## src/rtl/dmem_bridge_pkg.sv

```systemverilog
// Shared encodings and helpers for the data-side memory bridge: access sizes, FSM states,
// alignment check, byte strobes and store-lane replication.
package dmem_bridge_pkg;

    localparam int NLANES = 4;

    localparam logic [1:0] SZ_B = 2'b00;
    localparam logic [1:0] SZ_H = 2'b01;
    localparam logic [1:0] SZ_W = 2'b10;

    typedef enum logic [1:0] {
        ST_IDLE = 2'b00,
        ST_WAIT = 2'b01,
        ST_DONE = 2'b10
    } state_t;

    // Reserved size 2'b11 behaves as a word everywhere.
    function automatic logic is_misaligned(input logic [1:0] size, input logic [1:0] off);
        case (size)
            SZ_B:    return 1'b0;
            SZ_H:    return off[0];
            default: return off != 2'b00;
        endcase
    endfunction

    function automatic logic [NLANES-1:0] byte_strobe(input logic [1:0] size, input logic [1:0] off);
        case (size)
            SZ_B:    return 4'b0001 << off;
            SZ_H:    return 4'b0011 << {off[1], 1'b0};
            default: return 4'b1111;
        endcase
    endfunction

    function automatic logic [31:0] lane_data(input logic [1:0] size, input logic [31:0] wd);
        case (size)
            SZ_B:    return {4{wd[7:0]}};
            SZ_H:    return {2{wd[15:0]}};
            default: return wd;
        endcase
    endfunction

endpackage

```

## src/rtl/dmem_bridge_if.sv

```systemverilog
// Request/acknowledge bus between the bridge (master) and a variable-latency data memory (slave).
// Request fields are held stable from bus_req rise until the ack cycle.
interface dmem_bridge_if #(parameter int ADDR_W = 32) ();
    logic              bus_req;
    logic              bus_wr;
    logic [ADDR_W-1:0] bus_addr;
    logic [3:0]        bus_wstrb;
    logic [31:0]       bus_wdata;
    logic              bus_ack;
    logic [31:0]       bus_rdata;

    modport master (
        output bus_req, bus_wr, bus_addr, bus_wstrb, bus_wdata,
        input  bus_ack, bus_rdata
    );

    modport slave (
        input  bus_req, bus_wr, bus_addr, bus_wstrb, bus_wdata,
        output bus_ack, bus_rdata
    );
endinterface

```

## src/rtl/dmem_bridge_load_align.sv

```systemverilog
// Load lane select plus sign/zero extension; purely combinational, no flow control.
module dmem_bridge_load_align
    import dmem_bridge_pkg::*;
(
    input  logic [31:0] raw,
    input  logic [1:0]  off,
    input  logic [1:0]  size,
    input  logic        zext,
    output logic [31:0] data
);

    logic [7:0]  byte_sel;
    logic [15:0] half_sel;

    always_comb begin
        byte_sel = raw[{off, 3'b000} +: 8];
        half_sel = off[1] ? raw[31:16] : raw[15:0];
        case (size)
            SZ_B:    data = zext ? {24'b0, byte_sel} : {{24{byte_sel[7]}}, byte_sel};
            SZ_H:    data = zext ? {16'b0, half_sel} : {{16{half_sel[15]}}, half_sel};
            default: data = raw;
        endcase
    end

endmodule

```

## src/rtl/dmem_bridge.sv

```systemverilog
// M-stage to req/ack data-memory bridge. Latency: 1 issue cycle + slave WAIT cycles, result in DONE.
// Stalls the pipeline while a transaction is outstanding; misaligned accesses trap and are never issued.
module dmem_bridge
    import dmem_bridge_pkg::*;
#(
    parameter int ADDR_W = 32,
    parameter int DATA_W = 32
) (
    input  logic              clk,
    input  logic              rst,
    input  logic              mem_enM,
    input  logic              memwriteM,
    input  logic [1:0]        sizeM,
    input  logic              unsignedM,
    input  logic [ADDR_W-1:0] aluoutM,
    input  logic [DATA_W-1:0] writedataM,
    output logic [DATA_W-1:0] readdataM,
    output logic              stallM,
    output logic              adelM,
    output logic              adesM,
    dmem_bridge_if.master     bus
);

    state_t      state;
    logic        mis;
    logic        go;
    logic [1:0]  ld_off;
    logic [1:0]  ld_size;
    logic        ld_zext;
    logic [31:0] ld_data;

    assign mis    = is_misaligned(sizeM, aluoutM[1:0]);
    assign adelM  = mem_enM & ~memwriteM & mis;
    assign adesM  = mem_enM &  memwriteM & mis;
    assign go     = mem_enM & ~mis;
    assign stallM = ((state == ST_IDLE) && go) || (state == ST_WAIT);

    dmem_bridge_load_align u_load_align (
        .raw  (bus.bus_rdata),
        .off  (ld_off),
        .size (ld_size),
        .zext (ld_zext),
        .data (ld_data)
    );

    always_ff @(posedge clk or posedge rst) begin
        if (rst) begin
            state         <= ST_IDLE;
            bus.bus_req   <= 1'b0;
            bus.bus_wr    <= 1'b0;
            bus.bus_addr  <= '0;
            bus.bus_wstrb <= '0;
            bus.bus_wdata <= '0;
            readdataM     <= '0;
            ld_off        <= '0;
            ld_size       <= '0;
            ld_zext       <= 1'b0;
        end else begin
            case (state)
                ST_IDLE: begin
                    if (go) begin
                        bus.bus_req   <= 1'b1;
                        bus.bus_wr    <= memwriteM;
                        bus.bus_addr  <= {aluoutM[ADDR_W-1:2], 2'b00};
                        bus.bus_wstrb <= memwriteM ? byte_strobe(sizeM, aluoutM[1:0]) : 4'b0000;
                        bus.bus_wdata <= lane_data(sizeM, writedataM);
                        ld_off        <= aluoutM[1:0];
                        ld_size       <= sizeM;
                        ld_zext       <= unsignedM;
                        state         <= ST_WAIT;
                    end
                end
                ST_WAIT: begin
                    if (bus.bus_ack) begin
                        // Stores leave the previous load result in place.
                        if (!bus.bus_wr) readdataM <= ld_data;
                        bus.bus_req <= 1'b0;
                        state       <= ST_DONE;
                    end
                end
                ST_DONE: state <= ST_IDLE;
                default: state <= ST_IDLE;
            endcase
        end
    end

endmodule

```

## src/flat_wrapper.sv

```systemverilog
// flat-port wrapper written by rule: the top's interface ports become plain ports
module dmem_bridge_flat import dmem_bridge_pkg::*;
#(
    parameter int ADDR_W = 32,
    parameter int DATA_W = 32
)
  (clk, rst, mem_enM, memwriteM, sizeM, unsignedM, aluoutM, writedataM, readdataM, stallM, adelM, adesM, bus_bus_req, bus_bus_wr, bus_bus_addr, bus_bus_wstrb, bus_bus_wdata, bus_bus_ack, bus_bus_rdata);
  dmem_bridge_if #(.ADDR_W(ADDR_W)) bus_i ();
  input  logic clk;
  input  logic rst;
  input  logic mem_enM;
  input  logic memwriteM;
  input  logic [1:0] sizeM;
  input  logic unsignedM;
  input  logic [ADDR_W-1:0] aluoutM;
  input  logic [DATA_W-1:0] writedataM;
  output logic [DATA_W-1:0] readdataM;
  output logic stallM;
  output logic adelM;
  output logic adesM;
  output wire logic [$bits(bus_i.bus_req)-1:0] bus_bus_req;
  output wire logic [$bits(bus_i.bus_wr)-1:0] bus_bus_wr;
  output wire logic [$bits(bus_i.bus_addr)-1:0] bus_bus_addr;
  output wire logic [$bits(bus_i.bus_wstrb)-1:0] bus_bus_wstrb;
  output wire logic [$bits(bus_i.bus_wdata)-1:0] bus_bus_wdata;
  input wire logic [$bits(bus_i.bus_ack)-1:0] bus_bus_ack;
  input wire logic [$bits(bus_i.bus_rdata)-1:0] bus_bus_rdata;
  assign bus_bus_req = bus_i.bus_req;
  assign bus_bus_wr = bus_i.bus_wr;
  assign bus_bus_addr = bus_i.bus_addr;
  assign bus_bus_wstrb = bus_i.bus_wstrb;
  assign bus_bus_wdata = bus_i.bus_wdata;
  assign bus_i.bus_ack = bus_bus_ack;
  assign bus_i.bus_rdata = bus_bus_rdata;
  dmem_bridge #(.ADDR_W(ADDR_W), .DATA_W(DATA_W)) u_core (.clk(clk), .rst(rst), .mem_enM(mem_enM), .memwriteM(memwriteM), .sizeM(sizeM), .unsignedM(unsignedM), .aluoutM(aluoutM), .writedataM(writedataM), .readdataM(readdataM), .stallM(stallM), .adelM(adelM), .adesM(adesM), .bus(bus_i));
endmodule
```

## config.mk

```make
export PLATFORM = sky130hd
export DESIGN_NAME = dmem_bridge_flat
export DESIGN_NICKNAME = d
export VERILOG_FILES = /design/src/rtl/dmem_bridge_pkg.sv /design/src/rtl/dmem_bridge_if.sv /design/src/rtl/dmem_bridge_load_align.sv /design/src/rtl/dmem_bridge.sv /design/src/flat_wrapper.sv
export SDC_FILE = /design/constraint.sdc
export NUM_CORES = 1
export LEC_CHECK = 0
export BUFFER_PORTS_ARGS = -buffer_cell sky130_fd_sc_hd__clkbuf_2
export CORE_UTILIZATION = 50
export DETAILED_ROUTE_END_ITERATION = 8
export PLACE_DENSITY_LB_ADDON = 0.1
export SYNTH_ARGS = -nofsm -noshare
export SYNTH_HDL_FRONTEND = slang
export SYNTH_SLANG_ARGS = --single-unit
```

## constraint.sdc

```tcl
create_clock -name clk -period 11.05 [get_ports clk]
set_clock_uncertainty 0.15 [all_clocks]
set_input_delay 1.6575 -clock clk [delete_from_list [all_inputs] [get_ports clk]]
set_output_delay 1.6575 -clock clk [all_outputs]
set_load 0.02 [all_outputs]
```

---- Word level (Yosys, flattened, before mapping) ----
Index checks and enable logic that the tools add are counted.
storage, ports and cells
  input port bits ......................... 104
  logic and storage cells ................. 51
  bits in registers ....................... 107
cells by class
  equal/unequal tests ..................... 5
  reduce and logical (&&, ||, !) cells .... 11
  shifts and indexed selects .............. 3
  muxes and demuxes ....................... 14
  bitwise operators ....................... 8
operator list
  kind                   count
  $pmux W32 S2           2
  $mux W32               2
  $shiftx A32 B6 Y8      1
  $mux W16               1
  $pmux W4 S2            1
  $eq A2 B1 Y1 const B   3
  $logic_not A2 Y1       3
  $reduce_and A3 Y1      2
  $and A1 B1 Y1          5
  $mux W2                2
  $mux W4                1
  $pmux W1 S2            2
  $pmux W2 S2            1
  $reduce_and A2 Y1      2
  $reduce_bool A2 Y1     2
  $shl A1 B2 Y4 const A  1
  $shl A2 B2 Y4 const A  1
  $not A1 Y1             3
  $mux W1                2
  $ne A2 B1 Y1 const B   1
  $ne A2 B2 Y1 const B   1
  $logic_and A1 B1 Y1    1
  $logic_or A1 B1 Y1     1

---- Longest topological paths before layout ----
Gate-level depths: netlist of the first run.
  depth after elaboration ................. 6
  gate-level depth with buffers ........... 7

---- Hierarchy ----
From an unflattened synthesis of the first run, not the netlist that was laid out.
unflattened totals
  cells, all modules ...................... 421
  area, all modules ....................... 5326.4 um^2
modules (own cells, without submodules)
  module                  area each (um^2)  instances  cells each  sequential area each (um^2)
  dmem_bridge             4631.9            1          299         2677.6
  dmem_bridge_load_align  694.4             1          122         0.0

---- Worst setup path after synthesis of the first run ----
No wires, ideal clock.
  path kind ............................... in2out
  start point ............................. in aluoutM[0]
  end point ............................... out stallM
  path slack .............................. 6.695 ns
  buffers on the path ..................... 2
  data required time ...................... 9.243 ns
  arrival time ............................ 2.548 ns
  cell stages on the path ................. 5
  cell sequence ........................... a21oi_1 o211ai_1 buf_2 buf_2 nand2_1
between the ends
  word-level cells in the longest chain between the ends .. 6
RTL lines
  element                  RTL line               RTL
  start, declared          flat_wrapper.sv:15     input logic [ADDR_W-1:0] aluoutM;
  $reduce_bool A2 Y1       dmem_bridge_pkg.sv:22  default: return off != 2'b00;
  $pmux W1 S2 (*)          dmem_bridge_pkg.sv:19  case (size)
  $not A1 Y1 (*)           dmem_bridge.sv:35      assign go = mem_enM & ~mis;
  $and A1 B1 Y1 (*)        dmem_bridge.sv:35
  $logic_and A1 B1 Y1 (*)  dmem_bridge.sv:36      assign stallM = ((state == ST_IDLE) && go) || (state == ST_WAIT);
  $logic_or A1 B1 Y1 (*)   dmem_bridge.sv:36
  end, declared            flat_wrapper.sv:18     output logic stallM;
Every way passes the cells marked *; elsewhere a longest branch is shown, timed or not.

---- Final worst setup path of the first run ----
  start point ............................. in sizeM[1]
  end point ............................... out adesM
between the ends
  word-level cells in the longest chain between the ends .. 3
  elaborated cells on any way between the ends .. 4
  classes of those cells .................. 1 x eq/ne; 1 x mux; 1 x bitwise; 1 x reduce/logical
RTL lines
  element                                           RTL line               RTL
  start, declared                                   flat_wrapper.sv:13     input logic [1:0] sizeM;
  $eq A2 B1 Y1 or $logic_not A2 Y1 (tied branches)  dmem_bridge_pkg.sv:19
  $pmux W1 S2 (*)                                   dmem_bridge_pkg.sv:19
  $and A1 B1 Y1 (*)                                 dmem_bridge.sv:34      assign adesM = mem_enM & memwriteM & mis;
  end, declared                                     flat_wrapper.sv:20     output logic adesM;
Marks and branches as above.

==> results of run 1 <==
[cells in the final DEF, fill, tap and decap left out, types with 3 or more instances in the layout]
cell and instances:
sky130_fd_sc_hd__a211o_1 6, sky130_fd_sc_hd__a21oi_1 19, sky130_fd_sc_hd__a31oi_1 7, sky130_fd_sc_hd__and3_1 7, sky130_fd_sc_hd__buf_4 5, sky130_fd_sc_hd__clkbuf_2 206
sky130_fd_sc_hd__clkbuf_8 10, sky130_fd_sc_hd__clkinv_4 3, sky130_fd_sc_hd__dfrtp_1 107, sky130_fd_sc_hd__inv_1 3, sky130_fd_sc_hd__mux2_2 50, sky130_fd_sc_hd__mux2i_1 27
sky130_fd_sc_hd__nand2_1 55, sky130_fd_sc_hd__nand2b_1 6, sky130_fd_sc_hd__nand3_1 35, sky130_fd_sc_hd__nand3_2 10, sky130_fd_sc_hd__nand3b_1 14, sky130_fd_sc_hd__nor2_1 17
sky130_fd_sc_hd__o21ai_0 43
[per-layer routing]
metal,GRT usage (%),wire [microns],part of all wire (%),up-vias
met3,5.68,826,6.7,16
li1,-,-,-,1986
met4,10.1,249,2.0,0
met1,28.9,5090,41,1996
met2,40.5,6120,50,151
met5,0,0,0,-
[power breakdown]
| part | switching, W | leakage [nW] | internal (W) |
|---|---|---|---|
| clock network | 0.000140 | 0.119 | 0.000137 |
| registers | 0.0000843 | 1.29 | 0.000536 |
| logic | 0.000386 | 1.82 | 0.000230 |
| total | 0.000610 | 3.24 | 0.000903 |
[worst min path at each step]
stage                                     endpoint  slack [ps]
after detailed placement  u_core.bus.bus_wdata[23]         320
after global routing       u_core.bus.bus_wstrb[2]         370
after CTS                 u_core.bus.bus_wdata[23]         350
after global placement        u_core.readdataM[16]         310
final                      u_core.bus.bus_wdata[8]         340
after floorplan                     u_core.ld_zext         370
[cell type report]
class                   instances  share of cell area, %
clock buffers                  10                   2.19
clock inverters                 6                   1.56
multi-input cells             315                   33.6
inverters                       4                  0.279
flip-flops and latches        107                   42.7
well taps                     133                   2.65
repair buffers                211                   17.0
[worst min-delay path: stages (launching register included)]
cell	delay, ps
sky130_fd_sc_hd__dfrtp_1	360
sky130_fd_sc_hd__nand2_1	50
sky130_fd_sc_hd__o21ai_0	60
[logic make-up (layout without fill, tap and decap cells)]
group / Yosys count / count (layout)
mux: 77 / 77
compound gates: 82 / 82
flops: 107 / 107
simple gates: 154 / 154
other cells: 1 / 2
buf+inv: 41 / 231
[Yosys cell counts (all sizes together)]
cell type,n,area [sq um]
nor4,1,6.26
mux2,50,563
a31oi,7,43.8
o21bai,1,7.51
o22ai,2,12.5
nand3,45,275
a21boi,1,7.51
and3,7,43.8
o21ai,43,215
inv,4,15.0
buf,18,115
and4bb,1,12.5
or3,1,6.26
o211ai,2,15.0
or3b,1,8.76
a221oi,1,8.76
nand3b,14,105
nand2,55,206
nor3,2,15.0
clkbuf,19,71.3
conb,1,3.75
dfrtp,107,2680
nor2b,2,12.5
a21oi,19,95.1
a211o,6,52.6
nor2,18,70.1
mux2i,27,270
nand2b,6,37.5
and3b,1,8.76
[sequential cells by signal (all words and copies together), names as in the netlist]
register and cells:
u_core.bus.bus_addr 30, u_core.bus.bus_req 1, u_core.bus.bus_wdata 32, u_core.bus.bus_wr 1
u_core.bus.bus_wstrb 4, u_core.ld_off 2, u_core.ld_size 2, u_core.ld_zext 1
u_core.readdataM 32, u_core.state 2
[through the flow]
stage                     hold WS [ps]  util (%)
final                              344      64.5
after CTS                          349      64.5
after global routing               370      64.5
after detailed placement           324      62.0
after floorplan                    370         -
after global placement             309      62.0
==> metrics.log, run 1 <==
[metrics] cell count along the critical path: 5
[metrics] Post-Place Cell Area: 6040 sq um
[metrics] Pwr Total: 0.00151 W
[metrics] IO Pins: 209
[metrics] worst flop-to-flop path endpoint: u_core.readdataM[16]
[metrics] run status: complete, no violations
[metrics] Routed Antenna Nets: 0
[metrics] initial core utilization: 51.2%
[metrics] number of gates resized after cts: 0
[metrics] number of buffers added by the clock tree synthesis step: 9
[metrics] number of vias after detailed routing: 4149
[metrics] area enclosed by the die boundary: 10400 sq um
[metrics] worst path bufs/invs: 2
[metrics] footprint of the multi-input gates: 2110 sq um
[metrics] filler cell count in the final layout: 833
[metrics] height of the die: 102 microns
[metrics] clock net sink count: 107
[metrics] clock root buffer master: sky130_fd_sc_hd__clkbuf_8
[metrics] Cell Chain, Critical Path: clkbuf_2 -> a21oi_1 -> nor2_1 -> and3_1 -> clkbuf_2
[metrics] endpoints failing hold: 0
[metrics] largest net degree at the start of global routing: 104
[metrics] largest fanout on the critical path: 31
[metrics] type of element launching the critical path: input pin
[metrics] via density per instance: 5.28
[metrics] Die Width: 102 microns
[metrics] simple-gate share of the synthesized area: 16.2%
[metrics] total overflow reported by the global router: 0
[metrics] synthesized instance count: 462
[metrics] Slew @ Worst Pin: 1050 ps
[metrics] Worst setup startpoint: sizeM[1]
[metrics] minimum clock period after layout: 4690 ps
[metrics] post-synthesis to final-layout area growth: 25.9%
[metrics] Max stage delay cell, worst path: sky130_fd_sc_hd__clkbuf_2
[metrics] max-slew violation count: 0
[metrics] Crit Path Class: input pin to output pin
[metrics] largest family of logic cells by synthesized area: multiplexers
[metrics] Sequential Area: 2680 sq um
[metrics] count of input and output buffers: 206
[metrics] Total Routed Length: 12.3 mm
[metrics] static power due to leakage: 3.24 nW
[metrics] final routed DRC violation total: 0
[metrics] Setup crit end kind: output pin
[metrics] share of the clock period used by the worst path: 42.5%
[metrics] summed area of non-filler cells in the final layout: 6270 sq um
[metrics] unrepaired setup endpoints after global routing: false
[metrics] wire length of the first global-routing pass: 18.8 mm
[metrics] H-tree levels: 3
[metrics] number of placement rows: 36
[metrics] class of the most critical hold timing path: register to register
[metrics] GR Util All Layers: 23.8%
[metrics] netlist area before placement: 4980 sq um
[metrics] Cells on Worst Hold Path: 2
[metrics] antenna violations before repair: 0
[metrics] Core Footprint: 9730 sq um
[metrics] fraction of the mapped netlist area in adder cells: 0%
[metrics] cts-stage hold buffer count: 0
[metrics] multiplexer share of the synthesized area: 16.7%
[metrics] Clock Tree Buf Depth: 2
[metrics] layout cells sized above 1: 44.6%
[metrics] fraction of the yosys area taken by sequential cells: 53.7%
[metrics] diodes inserted: 0
[metrics] maximum ir drop on the vdd rail: 119 uV
[metrics] estimated wirelength of the detail-placed design: 8.60 mm
[metrics] synth unique cells: 34
[metrics] max-cap check violation count: 0
[metrics] net count reported at finish: 752
[metrics] Routability Congestion: 0.836
[metrics] Relative slew margins: 30.3%
[metrics] Warnings, synthesis: 0
[metrics] start point of the worst min-delay path: u_core.bus.bus_wdata[8]
[metrics] worst endpoint required time: 9240 ps
[metrics] critical register-to-register path startpoint: u_core.bus.bus_wr
[metrics] vias in the first global route: 3862
[metrics] #FFs+latches synth: 107
[metrics] final setup slack of the worst path: 6360 ps
[metrics] xor and xnor fraction of the mapped netlist area: 0%
[metrics] setup slack, reg-to-reg: 8440 ps
[metrics] aggregate negative setup slack: 0 ps
[metrics] number of endpoints failing setup at the final stage: 0
[metrics] worst reg2reg path depth: 5
[metrics] wire length per cell: 15.6 microns
[metrics] maximum clock rate: 213 MHz
[metrics] setup slack at placement: 6370 ps
[metrics] clock transition at the registers of the reported paths: 100 ps
[metrics] first-pass iteration count of the detailed router: 5
[metrics] CP most frequent cell: sky130_fd_sc_hd__clkbuf_2
[metrics] total power divided by cell area: 241 nW/um^2
[metrics] compound-gate portion of the synthesized area: 9.19%
[metrics] post-synthesis area per instance: 10.8 sq um
[metrics] delay of the slowest critical-path stage: 540 ps
[metrics] clock tree from TritonCTS: done
[metrics] arrival time of data at the critical path endpoint: 2890 ps
[metrics] placed cell count: 770
[metrics] Setup Buffers After CTS: 0
[metrics] dominant delay contributor by cell family on the critical path: buffers and inverters
[metrics] insertion delay to the later sink of the worst-skew pair: 380 ps
[metrics] Initial DRC Count: 126
[metrics] endpoint of the worst setup timing path: adesM
[metrics] Non-Filler Instances: 786
Note: power is estimated with default switching activity, not from simulation.
==> run 2: changes to the inputs <==
CORE_UTILIZATION = 48   (was 50)
clock period = 4.6 ns   (was 11.05 ns; I/O delays follow)
==> run 2 against run 1 <==
  * Non-clock buffer count is 2 lower
  * Critical path type unchanged
  * Routed wire length is 1.2% lower
  * Final cell count is 0.25% lower
  * Via count is 0.34% lower
  * Setup slack worse by 4500 ps
  * Combinational power is 130% higher
  * Largest cell class unchanged
==> metrics.log, run 2 (synthesized netlist as in run 1, its figures left out) <==
[metrics] layout cells sized above 1: 44.1%
[metrics] clock net sink count: 107
[metrics] antenna violations before repair: 0
[metrics] cts-stage hold buffer count: 0
[metrics] endpoints failing hold: 0
[metrics] worst endpoint required time: 3760 ps
[metrics] wire length per cell: 15.5 microns
[metrics] Cells on Worst Hold Path: 2
[metrics] cell-internal power: 0.00221 W
[metrics] busiest metal layer after global routing: met2
[metrics] max-cap check violation count: 0
[metrics] largest net degree at the start of global routing: 104
[metrics] Pwr Total: 0.00365 W
[metrics] setup slack, reg-to-reg: 1920 ps
[metrics] number of vias after detailed routing: 4135
[metrics] area enclosed by the die boundary: 10800 sq um
[metrics] start point of the worst min-delay path: u_core.bus.bus_wdata[10]
[metrics] Die Width: 104 microns
[metrics] Hold Worst Slack: 334 ps
[metrics] Setup Buffers After CTS: 0
[metrics] met2 demand-to-capacity share in global routing: 40.0%
[metrics] worst flop-to-flop path endpoint: u_core.readdataM[30]
[metrics] diodes inserted: 0
[metrics] clock root buffer master: sky130_fd_sc_hd__clkbuf_8
[metrics] GR Util All Layers: 22.9%
[metrics] total net switching power: 0.00144 W
[metrics] clock network power share: 18.9%
[metrics] footprint of the multi-input gates: 2110 sq um
[metrics] final routed DRC violation total: 0
[metrics] Crit Path Class: input pin to output pin
[metrics] Final Util: 63.3%
[metrics] maximum clock rate: 359 MHz
[metrics] first-pass iteration count of the detailed router: 4
[metrics] logic gate share of total power: 39.0%
[metrics] unrepaired setup endpoints after global routing: false
[metrics] total overflow reported by the global router: 0
[metrics] max-slew violation count: 0
[metrics] sw frac: 39.4%
[metrics] Relative slew margins: 33.0%
[metrics] number of endpoints failing setup at the final stage: 0
[metrics] Worst setup startpoint: sizeM[1]
[metrics] largest fanout on the critical path: 31
[metrics] Core Footprint: 9910 sq um
[metrics] insertion delay to the later sink of the worst-skew pair: 360 ps
[metrics] routing usage on met1: 26.6%
[metrics] class of the most critical hold timing path: register to register
[metrics] Clock Tree Buf Depth: 2
[metrics] share of the clock period used by the worst path: 60.6%
[metrics] net count reported at finish: 750
[metrics] Routability Congestion: 0.835
[metrics] clock tree from TritonCTS: done
[metrics] Slew @ Worst Pin: 1010 ps
[metrics] maximum ir drop on the vdd rail: 278 uV
[metrics] Setup crit end kind: output pin
[metrics] H-tree levels: 3
[metrics] vias in the first global route: 4091
[metrics] critical register-to-register path startpoint: u_core.ld_off[1]
[metrics] estimated wirelength of the detail-placed design: 8.69 mm
[metrics] commonest non-fill, non-tap cell in the layout: sky130_fd_sc_hd__clkbuf_2
[metrics] number of placement rows: 36
[metrics] IO Pins: 209
[metrics] met3 usage in global routing: 6.52%
[metrics] count of input and output buffers: 206
[metrics] number of gates resized after cts: 0
[metrics] arrival time of data at the critical path endpoint: 1950 ps
[metrics] capture endpoint of the worst hold path: u_core.bus.bus_wdata[10]
[metrics] leading cell types in the layout, fill and taps excluded: sky130_fd_sc_hd__clkbuf_2 (206), sky130_fd_sc_hd__dfrtp_1 (107), sky130_fd_sc_hd__nand2_1 (55)
[metrics] total power divided by cell area: 582 nW/um^2
[metrics] clock transition at the registers of the reported paths: 90 ps
[metrics] filler cell count in the final layout: 913
[metrics] run status: complete, no violations
[metrics] height of the die: 104 microns
[metrics] post-synthesis to final-layout area growth: 26.0%
[metrics] minimum clock period after layout: 2790 ps
[metrics] Sequential Area: 2680 sq um
[metrics] Initial DRC Count: 161
[metrics] number of buffers added by the clock tree synthesis step: 9
[metrics] Regs by FF count: u_core.bus.bus_wdata (32), u_core.readdataM (32), u_core.bus.bus_addr (30)
[metrics] wire length of the first global-routing pass: 19.7 mm
[metrics] initial core utilization: 50.3%
[metrics] power share of the sequential group: 42.1%
[metrics] via density per instance: 5.27
[metrics] worst reg2reg path depth: 4
[metrics] type of element launching the critical path: input pin
[metrics] Routed Antenna Nets: 0
[metrics] aggregate negative setup slack: 0 ps
[metrics] Total Routed Length: 12.1 mm
[metrics] static power due to leakage: 3.23 nW
## run 2: changes by cell type in the layout (fill, tap and decap cells not counted), sizes merged
| cell | previous run | this run |
|---|---|---|
| buf | 5 | 3 |
| clkinvlp | 0 | 1 |
| bufinv | 2 | 3 |
| clkinv | 3 | 0 |
| clkbuf | 216 | 218 |
| inv | 5 | 4 |
## run 2: critical path: stages
cell	delay, ps
sky130_fd_sc_hd__clkbuf_2	530
sky130_fd_sc_hd__a21oi_1	110
sky130_fd_sc_hd__o211ai_1	340
sky130_fd_sc_hd__nand2_1	90
sky130_fd_sc_hd__clkbuf_2	180
## run 2: metal layers
layer / up-vias / wire length (microns)
li1: 1982 / -
met1: 1981 / 4850
met2: 154 / 6160
met3: 18 / 917
met4: 0 / 219
met5: - / 0
## run 2: power groups by stage
stage	logic (W)	clock network (W)	registers [W]
floorplan	0.000568	0	0.00190
global placement	0.00142	0	0.00154
detailed placement	0.00144	0	0.00155
CTS	0.00144	0.000707	0.00154
global route	0.00154	0.000745	0.00159
finish	0.00142	0.000692	0.00154
## run 2: how the worst max path moves through the flow
stage,end,depth (start not counted),slack [ps]
after floorplan,u_core.bus.bus_addr[10],1,940
after global placement,stallM,5,1820
after detailed placement,u_core.bus.bus_addr[17],5,1790
after CTS,stallM,5,1790
after global routing,adelM,6,1620
final,stallM,5,1810
## run 2: cell type report
type	instances	share of cell area [%]
Clock inverter	4	1.55
Sequential cell	107	42.7
Tap cell	133	2.65
Clock buffer	12	2.31
Timing Repair Buffer	209	17.0
Inverter	4	0.279
Multi-Input combinational cell	315	33.6
## run 2: metrics by stage
stage | std cells | setup slack, ps | area (sq um)
floorplan | 463 | 943 | 4990
global placement | 768 | 1820 | 6030
detailed placement | 768 | 1790 | 6030
CTS | 784 | 1790 | 6280
global route | 784 | 1620 | 6280
finish | 784 | 1810 | 6280
==> run 3: changes to the inputs <==
ABC_AREA = 1   (was unset)
CORE_UTILIZATION = 49   (was 48)
clock period = 2.8 ns   (was 4.6 ns; I/O delays follow)
==> run 3 against run 2 <==
  * Power up 60%
  * Largest power group is now combinational cells
  * Setup slack worse by 1300 ps
  * Highest routed layer unchanged
  * First-iteration DRC count up 37%
==> metrics.log, run 3 <==
[metrics] run status: complete, no violations
[metrics] total overflow reported by the global router: 0
[metrics] insertion delay to the later sink of the worst-skew pair: 370 ps
[metrics] count of input and output buffers: 206
[metrics] maximum clock rate: 435 MHz
[metrics] Routed Antenna Nets: 0
[metrics] Regs by FF count: u_core.bus.bus_wdata (32), u_core.readdataM (32), u_core.bus.bus_addr (30)
[metrics] #FFs+latches synth: 107
[metrics] IO Pins: 209
[metrics] clock transition at the registers of the reported paths: 90 ps
[metrics] area leader, netlist: sky130_fd_sc_hd__dfrtp_1
[metrics] number of vias after detailed routing: 4876
[metrics] largest fanout on the critical path: 23
[metrics] share of the clock period used by the worst path: 82.1%
[metrics] aggregate negative setup slack: 0 ps
[metrics] wire length per cell: 14.0 microns
[metrics] Core Footprint: 10300 sq um
[metrics] Routability Congestion: 0.895
[metrics] most common cell in the synthesized netlist: sky130_fd_sc_hd__nand2_1
[metrics] post-synthesis to final-layout area growth: 23.0%
[metrics] Initial DRC Count: 220
[metrics] commonest cells in the synthesized netlist: sky130_fd_sc_hd__nand2_1 (288), sky130_fd_sc_hd__dfrtp_1 (107), sky130_fd_sc_hd__a21oi_1 (55)
[metrics] Warnings, synthesis: 0
[metrics] diodes inserted: 0
[metrics] Slew @ Worst Pin: 596 ps
[metrics] arrival time of data at the critical path endpoint: 1730 ps
[metrics] async set-or-reset flop fraction in the synthesized netlist: 100%
[metrics] area enclosed by the die boundary: 11000 sq um
[metrics] Relative slew margins: 60.2%
[metrics] Crit Path Class: register to output pin
[metrics] max-slew violation count: 0
[metrics] estimated wirelength of the detail-placed design: 10.2 mm
[metrics] number of buffers added by the clock tree synthesis step: 9
[metrics] H-tree levels: 3
[metrics] fraction of the yosys area taken by sequential cells: 51.7%
[metrics] worst endpoint required time: 2230 ps
[metrics] netlist area before placement: 5180 sq um
[metrics] largest net degree at the start of global routing: 85
[metrics] endpoints failing hold: 0
[metrics] filler cell count in the final layout: 1001
[metrics] minimum clock period after layout: 2300 ps
[metrics] Non-Filler Instances: 989
[metrics] leading cell types in the layout, fill and taps excluded: sky130_fd_sc_hd__nand2_1 (288), sky130_fd_sc_hd__clkbuf_2 (206), sky130_fd_sc_hd__dfrtp_1 (107)
[metrics] initial core utilization: 50.4%
[metrics] Setup crit end kind: output pin
[metrics] clock net sink count: 107
[metrics] first-pass iteration count of the detailed router: 4
[metrics] type of element launching the critical path: register
[metrics] setup slack at placement: 555 ps
[metrics] synthesized instance count: 657
[metrics] Total Routed Length: 13.8 mm
[metrics] synth unique cells: 26
[metrics] height of the die: 105 microns
[metrics] number of placement rows: 37
[metrics] static power due to leakage: 3.70 nW
[metrics] clock tree from TritonCTS: done
[metrics] post-synthesis area per instance: 7.89 sq um
[metrics] Die Width: 105 microns
[metrics] top cells by area in the synthesized netlist: sky130_fd_sc_hd__dfrtp_1 (52%), sky130_fd_sc_hd__nand2_1 (21%), sky130_fd_sc_hd__a21oi_1 (5.3%), sky130_fd_sc_hd__nor2_1 (2.9%), sky130_fd_sc_hd__buf_6 (2.8%)
[metrics] final routed DRC violation total: 0
[metrics] final setup slack of the worst path: 502 ps
[metrics] commonest non-fill, non-tap cell in the layout: sky130_fd_sc_hd__nand2_1
[metrics] vias in the first global route: 4749
[metrics] net count reported at finish: 953
[metrics] Pwr Total: 0.00583 W
[metrics] number of endpoints failing setup at the final stage: 0
[metrics] unrepaired setup endpoints after global routing: false
[metrics] max-cap check violation count: 0
[metrics] GR Util All Layers: 25.8%
[metrics] via density per instance: 4.93
[metrics] number of flops mapped to enable cells by yosys: 0
[metrics] share of the synthesized area in the top cell type: 51.7%
[metrics] clock root buffer master: sky130_fd_sc_hd__clkbuf_8
[metrics] class of the most critical hold timing path: input pin to register
[metrics] maximum ir drop on the vdd rail: 403 uV
[metrics] antenna violations before repair: 0
[metrics] predominant post-synthesis flop cell: sky130_fd_sc_hd__dfrtp_1
[metrics] placed cell count: 973
[metrics] wire length of the first global-routing pass: 22.6 mm
[metrics] total power divided by cell area: 915 nW/um^2
[metrics] Clock Tree Buf Depth: 2
[metrics] layout cells sized above 1: 31.8%
## run 3: power breakdown
group          total, W  internal [W]  switching, W
clock          0.000834      0.000340      0.000494
sequential      0.00243       0.00210      0.000336
combinational   0.00256      0.000851       0.00171
total           0.00583       0.00329       0.00254
## run 3: path summary, 6_finish.rpt
kind                                         start                 endpoint  slack, ps  cells after the start
setup / recovery                   u_core.state[0]                   stallM        500                      5
hold / removal                         aluoutM[31]  u_core.bus.bus_addr[31]         90                      3
setup reg to reg                   u_core.state[0]  u_core.bus.bus_addr[22]        700                      7
hold reg to reg            u_core.bus.bus_wstrb[3]  u_core.bus.bus_wstrb[3]        340                      2
max in group asynchronous                      rst  u_core.bus.bus_addr[14]       1180                      4
min in group asynchronous                      rst      u_core.readdataM[5]        500                      3
## run 3: area by class of cell
cell class	count	area, sq um	share of cell area (%)
tap	136	170	2.67
clock buffer	12	145	2.28
inverter	38	150	2.36
multi-input combinational	477	2100	32.9
clock inverter	3	15.0	0.236
timing repair buffer	216	1120	17.6
sequential	107	2680	42.0
## run 3: routing by layer
metal  vias to the layer above  GRT usage [%]  wire length, microns
met1                      2253           33.2                  5810
met4                         0           9.26                   249
met5                         -              0                     0
met3                        19           4.68                  1020
li1                       2419              -                     -
met2                       185           43.7                  6740
## run 3: critical path: stages, from the launching register on
cell	delay, ps
sky130_fd_sc_hd__dfrtp_1	390
sky130_fd_sc_hd__or2_2	300
sky130_fd_sc_hd__nor2_1	180
sky130_fd_sc_hd__nand2_4	200
sky130_fd_sc_hd__nand2_1	120
sky130_fd_sc_hd__clkbuf_2	190
## run 3: what timing repair did
action,CTS,global route
setup buffers,0,0
hold buffers,1,0
endpoints found under the hold margin,23,0
resized for setup,0,0
endpoints found under the setup margin,0,0
## run 3: kinds of logic after synthesis
logic type | after synthesis | synth area share [%]
AND/OR/NAND/NOR | 367 | 28.9
buffers and inverters | 74 | 8.04
other | 1 | 0.0724
flip-flops | 107 | 51.7
AO/OA/AOI/OAI | 108 | 11.3
## run 3: per-stage QoR
step	cell area, sq um	hold WS, ps	utilization [%]
2_1_floorplan	5190	351	-
3_3_place_gp	6200	313	60.4
3_5_place_dp	6200	317	60.4
4_1_cts	6370	81.3	62.0
5_1_grt	6370	90.4	62.0
6_report	6370	93.0	62.0
